==> config.mk <==
export PLATFORM = sky130hd
export DESIGN_NAME = alu_exec_ctrl_flat
export DESIGN_NICKNAME = d
export VERILOG_FILES = /design/src/rtl/alu_exec_ctrl_if.sv /design/src/rtl/alu_exec_ctrl.sv /design/src/flat_wrapper.sv
export SDC_FILE = /design/constraint.sdc
export NUM_CORES = 1
export LEC_CHECK = 0
export ABC_CLOCK_PERIOD_IN_PS = 5200
export BUFFER_PORTS_ARGS = -buffer_cell sky130_fd_sc_hd__buf_2
export CORE_ASPECT_RATIO = 0.5
export CORE_UTILIZATION = 40
export CTS_CLUSTER_DIAMETER = 200
export DETAILED_ROUTE_END_ITERATION = 10
export GPL_TIMING_DRIVEN = 0
export PLACE_DENSITY = 0.66
export SETUP_SLACK_MARGIN = 0.2
export SLEW_MARGIN = 25
export SYNTH_ARGS = -nofsm -noshare
export SYNTH_HDL_FRONTEND = slang
export SYNTH_SLANG_ARGS = --single-unit
export TNS_END_PERCENT = 5
==> constraint.sdc <==
create_clock -name clk -period 5.2 [get_ports clk]
set_input_delay 0 -clock clk [delete_from_list [all_inputs] [get_ports clk]]
set_output_delay 0 -clock clk [all_outputs]
set_load 0.005 [all_outputs]
==> src/rtl/alu_exec_ctrl_if.sv <==
// Issue, ALU-side and writeback/debug signals of the execute-stage sequencer.
// The slave modport is the sequencer's view; master is the issuing/ALU side.
interface alu_exec_ctrl_if;
   logic        issue_valid;
   logic        issue_ready;
   logic [3:0]  issue_func;
   logic [2:0]  issue_dst;
   logic [2:0]  issue_src;
   logic        issue_use_imm;
   logic [15:0] issue_imm;
   logic        issue_use_carry;
   logic        issue_wr_en;
   logic        issue_flag_en;
   logic [15:0] alu_a;
   logic [15:0] alu_b;
   logic [3:0]  alu_func;
   logic        alu_cin;
   logic [15:0] alu_out;
   logic        alu_c;
   logic        alu_z;
   logic        alu_v;
   logic        alu_s;
   logic        wb_valid;
   logic [2:0]  wb_dst;
   logic [15:0] wb_data;
   logic [3:0]  flags;
   logic [2:0]  dbg_rd_addr;
   logic [15:0] dbg_rd_data;

   modport slave (
      input  issue_valid, issue_func, issue_dst, issue_src, issue_use_imm,
             issue_imm, issue_use_carry, issue_wr_en, issue_flag_en,
             alu_out, alu_c, alu_z, alu_v, alu_s, dbg_rd_addr,
      output issue_ready, alu_a, alu_b, alu_func, alu_cin,
             wb_valid, wb_dst, wb_data, flags, dbg_rd_data
   );

   modport master (
      output issue_valid, issue_func, issue_dst, issue_src, issue_use_imm,
             issue_imm, issue_use_carry, issue_wr_en, issue_flag_en,
             alu_out, alu_c, alu_z, alu_v, alu_s, dbg_rd_addr,
      input  issue_ready, alu_a, alu_b, alu_func, alu_cin,
             wb_valid, wb_dst, wb_data, flags, dbg_rd_data
   );
endinterface

==> src/rtl/alu_exec_ctrl.sv <==
// Execute-stage sequencer around an external 16-bit ALU: IDLE -> EXEC -> WB,
// owning the 8x16 register file and the {C,Z,V,S} flag register.
module alu_exec_ctrl #(
   parameter int          NREG            = 8,
   parameter logic [15:0] DIV_ZERO_RESULT = 16'hFFFF
) (
   input logic            clk,
   input logic            rst,
   alu_exec_ctrl_if.slave bus
);
   localparam logic [1:0] IDLE = 2'd0;
   localparam logic [1:0] EXEC = 2'd1;
   localparam logic [1:0] WB   = 2'd2;
   localparam logic [3:0] FUNC_DIV = 4'b1000;

   logic [1:0]  state_reg;
   logic [15:0] rf_reg [NREG];
   logic [15:0] a_reg;
   logic [15:0] b_reg;
   logic [3:0]  func_reg;
   logic [2:0]  dst_reg;
   logic        cin_reg;
   logic        wr_en_reg;
   logic        flag_en_reg;
   logic [15:0] res_reg;
   logic [3:0]  cap_flags_reg;
   logic [3:0]  flags_reg;
   logic [2:0]  wb_dst_reg;
   logic        accept;
   logic        commit_wr;
   logic        div_zero;

   assign bus.issue_ready = (state_reg == IDLE) && !rst;
   assign accept          = bus.issue_valid && bus.issue_ready;
   assign commit_wr       = (state_reg == WB) && wr_en_reg;
   assign div_zero        = (func_reg == FUNC_DIV) && (a_reg == 16'h0000);

   // Each register owns its write port; a write lands only on the WB->IDLE edge.
   generate
      for (genvar gi = 0; gi < NREG; gi++) begin : g_rf
         always_ff @(posedge clk or posedge rst) begin
            if (rst)
               rf_reg[gi] <= 16'h0000;
            else if (commit_wr && (dst_reg == 3'(gi)))
               rf_reg[gi] <= res_reg;
         end
      end
   endgenerate

   always_ff @(posedge clk or posedge rst) begin
      if (rst) begin
         state_reg     <= IDLE;
         a_reg         <= 16'h0000;
         b_reg         <= 16'h0000;
         func_reg      <= 4'h0;
         dst_reg       <= 3'd0;
         cin_reg       <= 1'b0;
         wr_en_reg     <= 1'b0;
         flag_en_reg   <= 1'b0;
         res_reg       <= 16'h0000;
         cap_flags_reg <= 4'h0;
         flags_reg     <= 4'h0;
         wb_dst_reg    <= 3'd0;
      end else begin
         case (state_reg)
            IDLE: begin
               if (accept) begin
                  func_reg    <= bus.issue_func;
                  dst_reg     <= bus.issue_dst;
                  wr_en_reg   <= bus.issue_wr_en;
                  flag_en_reg <= bus.issue_flag_en;
                  a_reg       <= bus.issue_use_imm ? bus.issue_imm : rf_reg[bus.issue_src];
                  b_reg       <= rf_reg[bus.issue_dst];
                  cin_reg     <= bus.issue_use_carry ? flags_reg[3] : 1'b0;
                  state_reg   <= EXEC;
               end
            end
            EXEC: begin
               // A zero divisor overrides whatever the ALU produced.
               if (div_zero) begin
                  res_reg       <= DIV_ZERO_RESULT;
                  cap_flags_reg <= 4'b0011;
               end else begin
                  res_reg       <= bus.alu_out;
                  cap_flags_reg <= {bus.alu_c, bus.alu_z, bus.alu_v, bus.alu_s};
               end
               wb_dst_reg <= dst_reg;
               state_reg  <= WB;
            end
            WB: begin
               if (flag_en_reg)
                  flags_reg <= cap_flags_reg;
               state_reg <= IDLE;
            end
            default: state_reg <= IDLE;
         endcase
      end
   end

   assign bus.alu_a       = a_reg;
   assign bus.alu_b       = b_reg;
   assign bus.alu_func    = func_reg;
   assign bus.alu_cin     = cin_reg;
   assign bus.wb_valid    = commit_wr;
   assign bus.wb_dst      = wb_dst_reg;
   assign bus.wb_data     = res_reg;
   assign bus.flags       = flags_reg;
   assign bus.dbg_rd_data = rf_reg[bus.dbg_rd_addr];
endmodule

==> src/flat_wrapper.sv <==
// flat-port wrapper written by rule: the top's interface ports become plain ports
module alu_exec_ctrl_flat 
#(
   parameter int          NREG            = 8,
   parameter logic [15:0] DIV_ZERO_RESULT = 16'hFFFF
)
  (clk, rst, bus_issue_valid, bus_issue_func, bus_issue_dst, bus_issue_src, bus_issue_use_imm, bus_issue_imm, bus_issue_use_carry, bus_issue_wr_en, bus_issue_flag_en, bus_alu_out, bus_alu_c, bus_alu_z, bus_alu_v, bus_alu_s, bus_dbg_rd_addr, bus_issue_ready, bus_alu_a, bus_alu_b, bus_alu_func, bus_alu_cin, bus_wb_valid, bus_wb_dst, bus_wb_data, bus_flags, bus_dbg_rd_data);
  alu_exec_ctrl_if bus_i ();
  input logic clk;
  input logic rst;
  input wire logic [$bits(bus_i.issue_valid)-1:0] bus_issue_valid;
  input wire logic [$bits(bus_i.issue_func)-1:0] bus_issue_func;
  input wire logic [$bits(bus_i.issue_dst)-1:0] bus_issue_dst;
  input wire logic [$bits(bus_i.issue_src)-1:0] bus_issue_src;
  input wire logic [$bits(bus_i.issue_use_imm)-1:0] bus_issue_use_imm;
  input wire logic [$bits(bus_i.issue_imm)-1:0] bus_issue_imm;
  input wire logic [$bits(bus_i.issue_use_carry)-1:0] bus_issue_use_carry;
  input wire logic [$bits(bus_i.issue_wr_en)-1:0] bus_issue_wr_en;
  input wire logic [$bits(bus_i.issue_flag_en)-1:0] bus_issue_flag_en;
  input wire logic [$bits(bus_i.alu_out)-1:0] bus_alu_out;
  input wire logic [$bits(bus_i.alu_c)-1:0] bus_alu_c;
  input wire logic [$bits(bus_i.alu_z)-1:0] bus_alu_z;
  input wire logic [$bits(bus_i.alu_v)-1:0] bus_alu_v;
  input wire logic [$bits(bus_i.alu_s)-1:0] bus_alu_s;
  input wire logic [$bits(bus_i.dbg_rd_addr)-1:0] bus_dbg_rd_addr;
  output wire logic [$bits(bus_i.issue_ready)-1:0] bus_issue_ready;
  output wire logic [$bits(bus_i.alu_a)-1:0] bus_alu_a;
  output wire logic [$bits(bus_i.alu_b)-1:0] bus_alu_b;
  output wire logic [$bits(bus_i.alu_func)-1:0] bus_alu_func;
  output wire logic [$bits(bus_i.alu_cin)-1:0] bus_alu_cin;
  output wire logic [$bits(bus_i.wb_valid)-1:0] bus_wb_valid;
  output wire logic [$bits(bus_i.wb_dst)-1:0] bus_wb_dst;
  output wire logic [$bits(bus_i.wb_data)-1:0] bus_wb_data;
  output wire logic [$bits(bus_i.flags)-1:0] bus_flags;
  output wire logic [$bits(bus_i.dbg_rd_data)-1:0] bus_dbg_rd_data;
  assign bus_i.issue_valid = bus_issue_valid;
  assign bus_i.issue_func = bus_issue_func;
  assign bus_i.issue_dst = bus_issue_dst;
  assign bus_i.issue_src = bus_issue_src;
  assign bus_i.issue_use_imm = bus_issue_use_imm;
  assign bus_i.issue_imm = bus_issue_imm;
  assign bus_i.issue_use_carry = bus_issue_use_carry;
  assign bus_i.issue_wr_en = bus_issue_wr_en;
  assign bus_i.issue_flag_en = bus_issue_flag_en;
  assign bus_i.alu_out = bus_alu_out;
  assign bus_i.alu_c = bus_alu_c;
  assign bus_i.alu_z = bus_alu_z;
  assign bus_i.alu_v = bus_alu_v;
  assign bus_i.alu_s = bus_alu_s;
  assign bus_i.dbg_rd_addr = bus_dbg_rd_addr;
  assign bus_issue_ready = bus_i.issue_ready;
  assign bus_alu_a = bus_i.alu_a;
  assign bus_alu_b = bus_i.alu_b;
  assign bus_alu_func = bus_i.alu_func;
  assign bus_alu_cin = bus_i.alu_cin;
  assign bus_wb_valid = bus_i.wb_valid;
  assign bus_wb_dst = bus_i.wb_dst;
  assign bus_wb_data = bus_i.wb_data;
  assign bus_flags = bus_i.flags;
  assign bus_dbg_rd_data = bus_i.dbg_rd_data;
  alu_exec_ctrl #(.NREG(NREG), .DIV_ZERO_RESULT(DIV_ZERO_RESULT)) u_core (.clk(clk), .rst(rst), .bus(bus_i));
endmodule
Word level (Yosys, flattened, before mapping)
Index checks and enable logic that the tools add are counted.

storage, ports and cells
  register bits = 199
  bits of input ports = 56
  output and inout port bits = 78

operators by class
  $lt $le $gt $ge = 3
  equality and inequality tests = 11
  muxes and demuxes = 15
  bitwise logic cells = 3
  reductions and logical operators = 18

operator list
  cell                                                                     count
  16-bit binary-select mux with 3-bit select                               3
  16-bit 2-to-1 mux                                                        8
  16-bit logical NOT                                                       1
  3-bit equality test, second input constant                               4
  4-bit greater-or-equal comparator, second input constant                 3
  1-bit logical AND                                                        12
  3-bit NOT with 4-bit output                                              3
  3-bit by 2-bit equality test with 1-bit output, second input constant    2
  4-bit equality test, second input constant                               1
  4-bit 2-to-1 mux                                                         1
  2-bit case mux with 2 select lines                                       1
  2-bit AND reduction                                                      2
  3-bit by 1-bit equality test with 1-bit output, second input constant    1
  3-bit logical NOT                                                        1
  2-bit by 1-bit equality test with 1-bit output, second input constant    1
  2-bit equality test, second input constant                               1
  2-bit logical NOT                                                        1
  2-bit 2-to-1 mux                                                         1
  2-bit by 1-bit inequality test with 1-bit output, second input constant  1
  1-bit logical NOT                                                        1
  1-bit 2-to-1 mux                                                         1

Longest topological paths before layout
  word-level depth = 5
  gate-level depth with buffers = 7
  mapped depth without buffers = 5

Worst setup path before layout
Ideal clock, no wire load.

  kind = register -> register
  start = register u_core.state_reg[0]
  end = register u_core.rf_reg[64] in the netlist's numbering
  setup time = 0.125 ns
  data arrival time = 1.622 ns
  data required time = 5.075 ns
  setup slack = 3.453 ns
  cell stages (with the launch flop) = 8
  buffers on the path = 3
  clock period less this slack = 1.747 ns
  path through = dfrtp_1 and3b_1 buf_6 nor2b_4 and3_4 buf_6 buf_8 mux2_4

on the way
  cells in the longest elaborated chain, start to end = 3

RTL lines
  what                             line                 text
  from (decl)                      alu_exec_ctrl.sv:16  logic [1:0] state_reg;
  from (signal assigned)           alu_exec_ctrl.sv:52  state_reg <= IDLE;
  from (signal assigned)           alu_exec_ctrl.sv:75  state_reg <= EXEC;
  from (signal assigned)           alu_exec_ctrl.sv:88  state_reg <= WB;
  2-bit equality test              alu_exec_ctrl.sv:35  assign commit_wr = (state_reg == WB) && wr_en_reg;
  1-bit logical AND                alu_exec_ctrl.sv:35
  named net bus_wb_valid           flat_wrapper.sv:31   output wire logic [$bits(bus_i.wb_valid)-1:0] bus_wb_valid;
  1-bit logical AND                alu_exec_ctrl.sv:44  else if (commit_wr && (dst_reg == 3'(gi)))
  to (signal, indexed assignment)  alu_exec_ctrl.sv:45  rf_reg[gi] <= res_reg;
  to (decl)                        alu_exec_ctrl.sv:17  logic [15:0] rf_reg [NREG];

The timed path passes the listed nets, and every way through them passes these cells.
A chain may end at the register's enable or synchronous reset.

Final worst setup path
  start = register u_core.func_reg[0], in the netlist u_core.bus.alu_func[0]
  end = register u_core.cap_flags_reg[0]

on the way
  cells in the longest elaborated chain, start to end = 3

RTL lines
  what                    line                 text
  from (decl)             alu_exec_ctrl.sv:20  logic [3:0] func_reg;
  from (signal assigned)  alu_exec_ctrl.sv:68  func_reg <= bus.issue_func;
  4-bit equality test     alu_exec_ctrl.sv:36  assign div_zero = (func_reg == FUNC_DIV) && (a_reg == 16'h0000);
  1-bit logical AND       alu_exec_ctrl.sv:36
  4-bit 2-to-1 mux        alu_exec_ctrl.sv:80  if (div_zero) begin
  to (signal assigned)    alu_exec_ctrl.sv:85  cap_flags_reg <= {bus.alu_c, bus.alu_z, bus.alu_v, bus.alu_s};
  to (decl)               alu_exec_ctrl.sv:26  logic [3:0] cap_flags_reg;

Every way passes these cells.

==> results.json <==
{
  "outcome": "complete, but fails checks",
  "violations": "hold timing",
  "max_clock_freq_mhz": 397,
  "numPortBuffers": 124,
  "syn_area_mm2": 0.0106,
  "yosysWarnings": 0,
  "ys_types": 33,
  "ys_ff_latch": 199,
  "drive_gt1_share_pct": 49.0,
  "synthAdderAreaFrac_pct": 0,
  "crit_slowest_cell": "clkbuf_1",
  "path_clk_slew_ps": 80,
  "antenna_cells": 0,
  "dp_hpwl_mm": 20.8,
  "path_class": "reg -> reg",
  "routed_wirelength_mm": 30.4,
  "setup_tns_ps": 0,
  "fin_skew_ps": 16.1,
  "startpoint_type": "flip-flop",
  "netlist_instances": 698,
  "cp-end-kind": "flip-flop",
  "place_congestion": 0.835,
  "rsz0062_at_grt": "false",
  "vias_per_cell": 5.77,
  "worstSkewPairLatency_ps": 460,
  "cts_tree": "done",
  "r2r-end": "u_core.cap_flags_reg[0]",
  "ant_nets": 0,
  "fin_total_pwr_mw": 5.23,
  "synth_top_family_by_area": "multiplexers",
  "cts_resized": 0,
  "relSlewSlack_pct": 30.2,
  "reg2regPathDepth": 5,
  "synth-simple-area-share_pct": 4.12,
  "cts_setup_buffers": 0,
  "die_h_um": 117,
  "worstSetupEndpoint": "u_core.cap_flags_reg[0]",
  "hold_path.class": "in -> reg",
  "postSynthAreaPerCell_um2": 15.2,
  "num_rows": 41,
  "grt_pass1_wl_mm": 46.1,
  "ir_drop_mv": 0.225,
  "worst_slew_pin_slew_ps": 1050,
  "max_stage_delay_ps": 710,
  "cts_num_sinks": 199,
  "first_pass_iters": 5,
  "largest_register_ffs": 128,
  "synth.yosys.seq_area_share_pct": 46.9,
  "mostFrequentLayoutCell": "dfrtp_1",
  "crit_chain": "nor4b_1 -> nand3_1 -> o21ai_0 -> clkbuf_1 -> o22a_1",
  "drt_iter0_markers": 687,
  "core_mm2": 0.0256,
  "cp.arrival_ps": 2900,
  "r2r_setup_slack_ps": 2680,
  "cts_buffer_depth": 2,
  "vias": 7209,
  "period_share_pct": 48.4,
  "hold_viol": 1,
  "synth_nets": 754,
  "grt_pass1_vias": 7371,
  "most-common-layout-cells": "199 x dfrtp_1, 155 x mux2_2, 140 x buf_2",
  "synth_mux_area_share_pct": 42.1,
  "dieArea_mm2": 0.0272,
  "h-tree-depth": 4,
  "min_period_ps": 2520,
  "post_drt_wl_per_cell_um": 24.3,
  "setup_viol": 0,
  "leakagePower_nw": 6.03,
  "grt_overflow_total": 0,
  "numCtsBuffers": 17,
  "final_nets": 948,
  "initial_core_util_pct": 41.4,
  "power_density_mw_per_mm2": 407,
  "ios": 134,
  "drv_cap": 0,
  "ctsRootBufferMaster": "clkbuf_16",
  "crit_start": "u_core.bus.alu_func[0]",
  "areaGrowthSynthToFinish_pct": 20.9,
  "maxSlewViolCount": 0,
  "timing.hold.ws_ps": -1.45,
  "hold_buffers": 45,
  "synth-xor-area-share_pct": 0,
  "grt_max_degree": 33,
  "antenna_found_initial": 1,
  "synth_compound_area_share_pct": 3.25,
  "cp_max_fo": 10,
  "cp.required_ps": 5580,
  "r2r_start": "u_core.bus.alu_func[0]",
  "drcViolationCount": 0,
  "die_width_um": 232,
  "grt_use_total_pct": 23.5
}
==> worst min-delay path by stage <==
stage | from | endpoint | slack, ps | depth (start not counted)
2_1_floorplan | rst | bus_issue_ready | 40 | 1
6_report | bus_issue_use_imm | u_core.bus.alu_a[11] | -1 | 3
5_1_grt | bus_issue_use_imm | u_core.bus.alu_a[15] | 20 | 3
3_5_place_dp | rst | u_core.bus.alu_cin | 100 | 2
3_3_place_gp | bus_issue_func[1] | u_core.bus.alu_func[1] | 190 | 3
4_1_cts | bus_issue_use_imm | u_core.bus.alu_a[15] | 1 | 3
==> power by group <==
group | switching (mW) | internal [mW]
combinational | 0.526 | 0.933
sequential | 0.437 | 1.98
clock | 0.666 | 0.682
==> through the flow <==
| step | utilization, % | hold WS (ps) | std cells | cell area, um^2 | setup slack (ps) |
|---|---|---|---|---|---|
| floorplan | - | 37.4 | 698 | 10600 | 2630 |
| global placement | 45.6 | 192 | 1166 | 11700 | 1440 |
| detailed placement | 46.0 | 95.4 | 1172 | 11800 | 2520 |
| CTS | 50.1 | 1.28 | 1249 | 12800 | 2490 |
| global route | 50.1 | 24.0 | 1249 | 12800 | 2440 |
| finish | 50.1 | -1.45 | 1249 | 12800 | 2680 |
==> final cells by class <==
cell class              instances  area [um^2]
clock buffers                  17          425
well taps                     344          430
fillers                      2161        12800
multi-input cells             436         5250
clock inverters                15          168
plain buffers                  57          362
repair buffers                175         1190
inverters                       6         26.3
flip-flops and latches        199         4980
==> per-layer routing <==
| metal | global-route usage, % | vias to the layer above | share of wire (%) | wire length, um |
|---|---|---|---|---|
| li1 | - | 3088 | - | - |
| met1 | 32.8 | 3856 | 44 | 13400 |
| met2 | 38.1 | 227 | 49 | 14700 |
| met3 | 4.46 | 38 | 5.5 | 1670 |
| met4 | 6.18 | 0 | 1.7 | 531 |
| met5 | 0 | - | 0 | 0 |
==> synthesized netlist by cell type (all sizes together) <==
library cell | number | share of area (%)
and3 | 1 | 0.11
and3b | 1 | 0.083
buf | 35 | 2.6
clkbuf | 22 | 0.78
dfrtp | 199 | 47
inv | 6 | 0.21
mux2 | 165 | 18
mux2i | 32 | 3.0
mux4 | 96 | 21
nand2 | 68 | 2.5
nand3 | 3 | 0.14
nand3b | 3 | 0.28
nor2 | 2 | 0.094
nor2b | 2 | 0.19
nor3 | 1 | 0.047
nor3b | 2 | 0.35
nor4 | 4 | 0.24
nor4b | 1 | 0.083
o21ai | 35 | 1.7
o22a | 18 | 1.5
o22ai | 2 | 0.12
==> cells by family after synthesis <==
family	Yosys count
AOI/OAI and AO/OA	55
and+or+nand+nor	88
muxes	293
buffers and inverters	63
DFF	199
==> critical path: cells and delay by family, from the launching register on <==
kind	cells	cell delay (ps)
DFF	1	410
and+or+nand+nor	2	820
buffers and inverters	1	710
AOI/OAI and AO/OA	2	500
(Power assumes the default switching activity.)
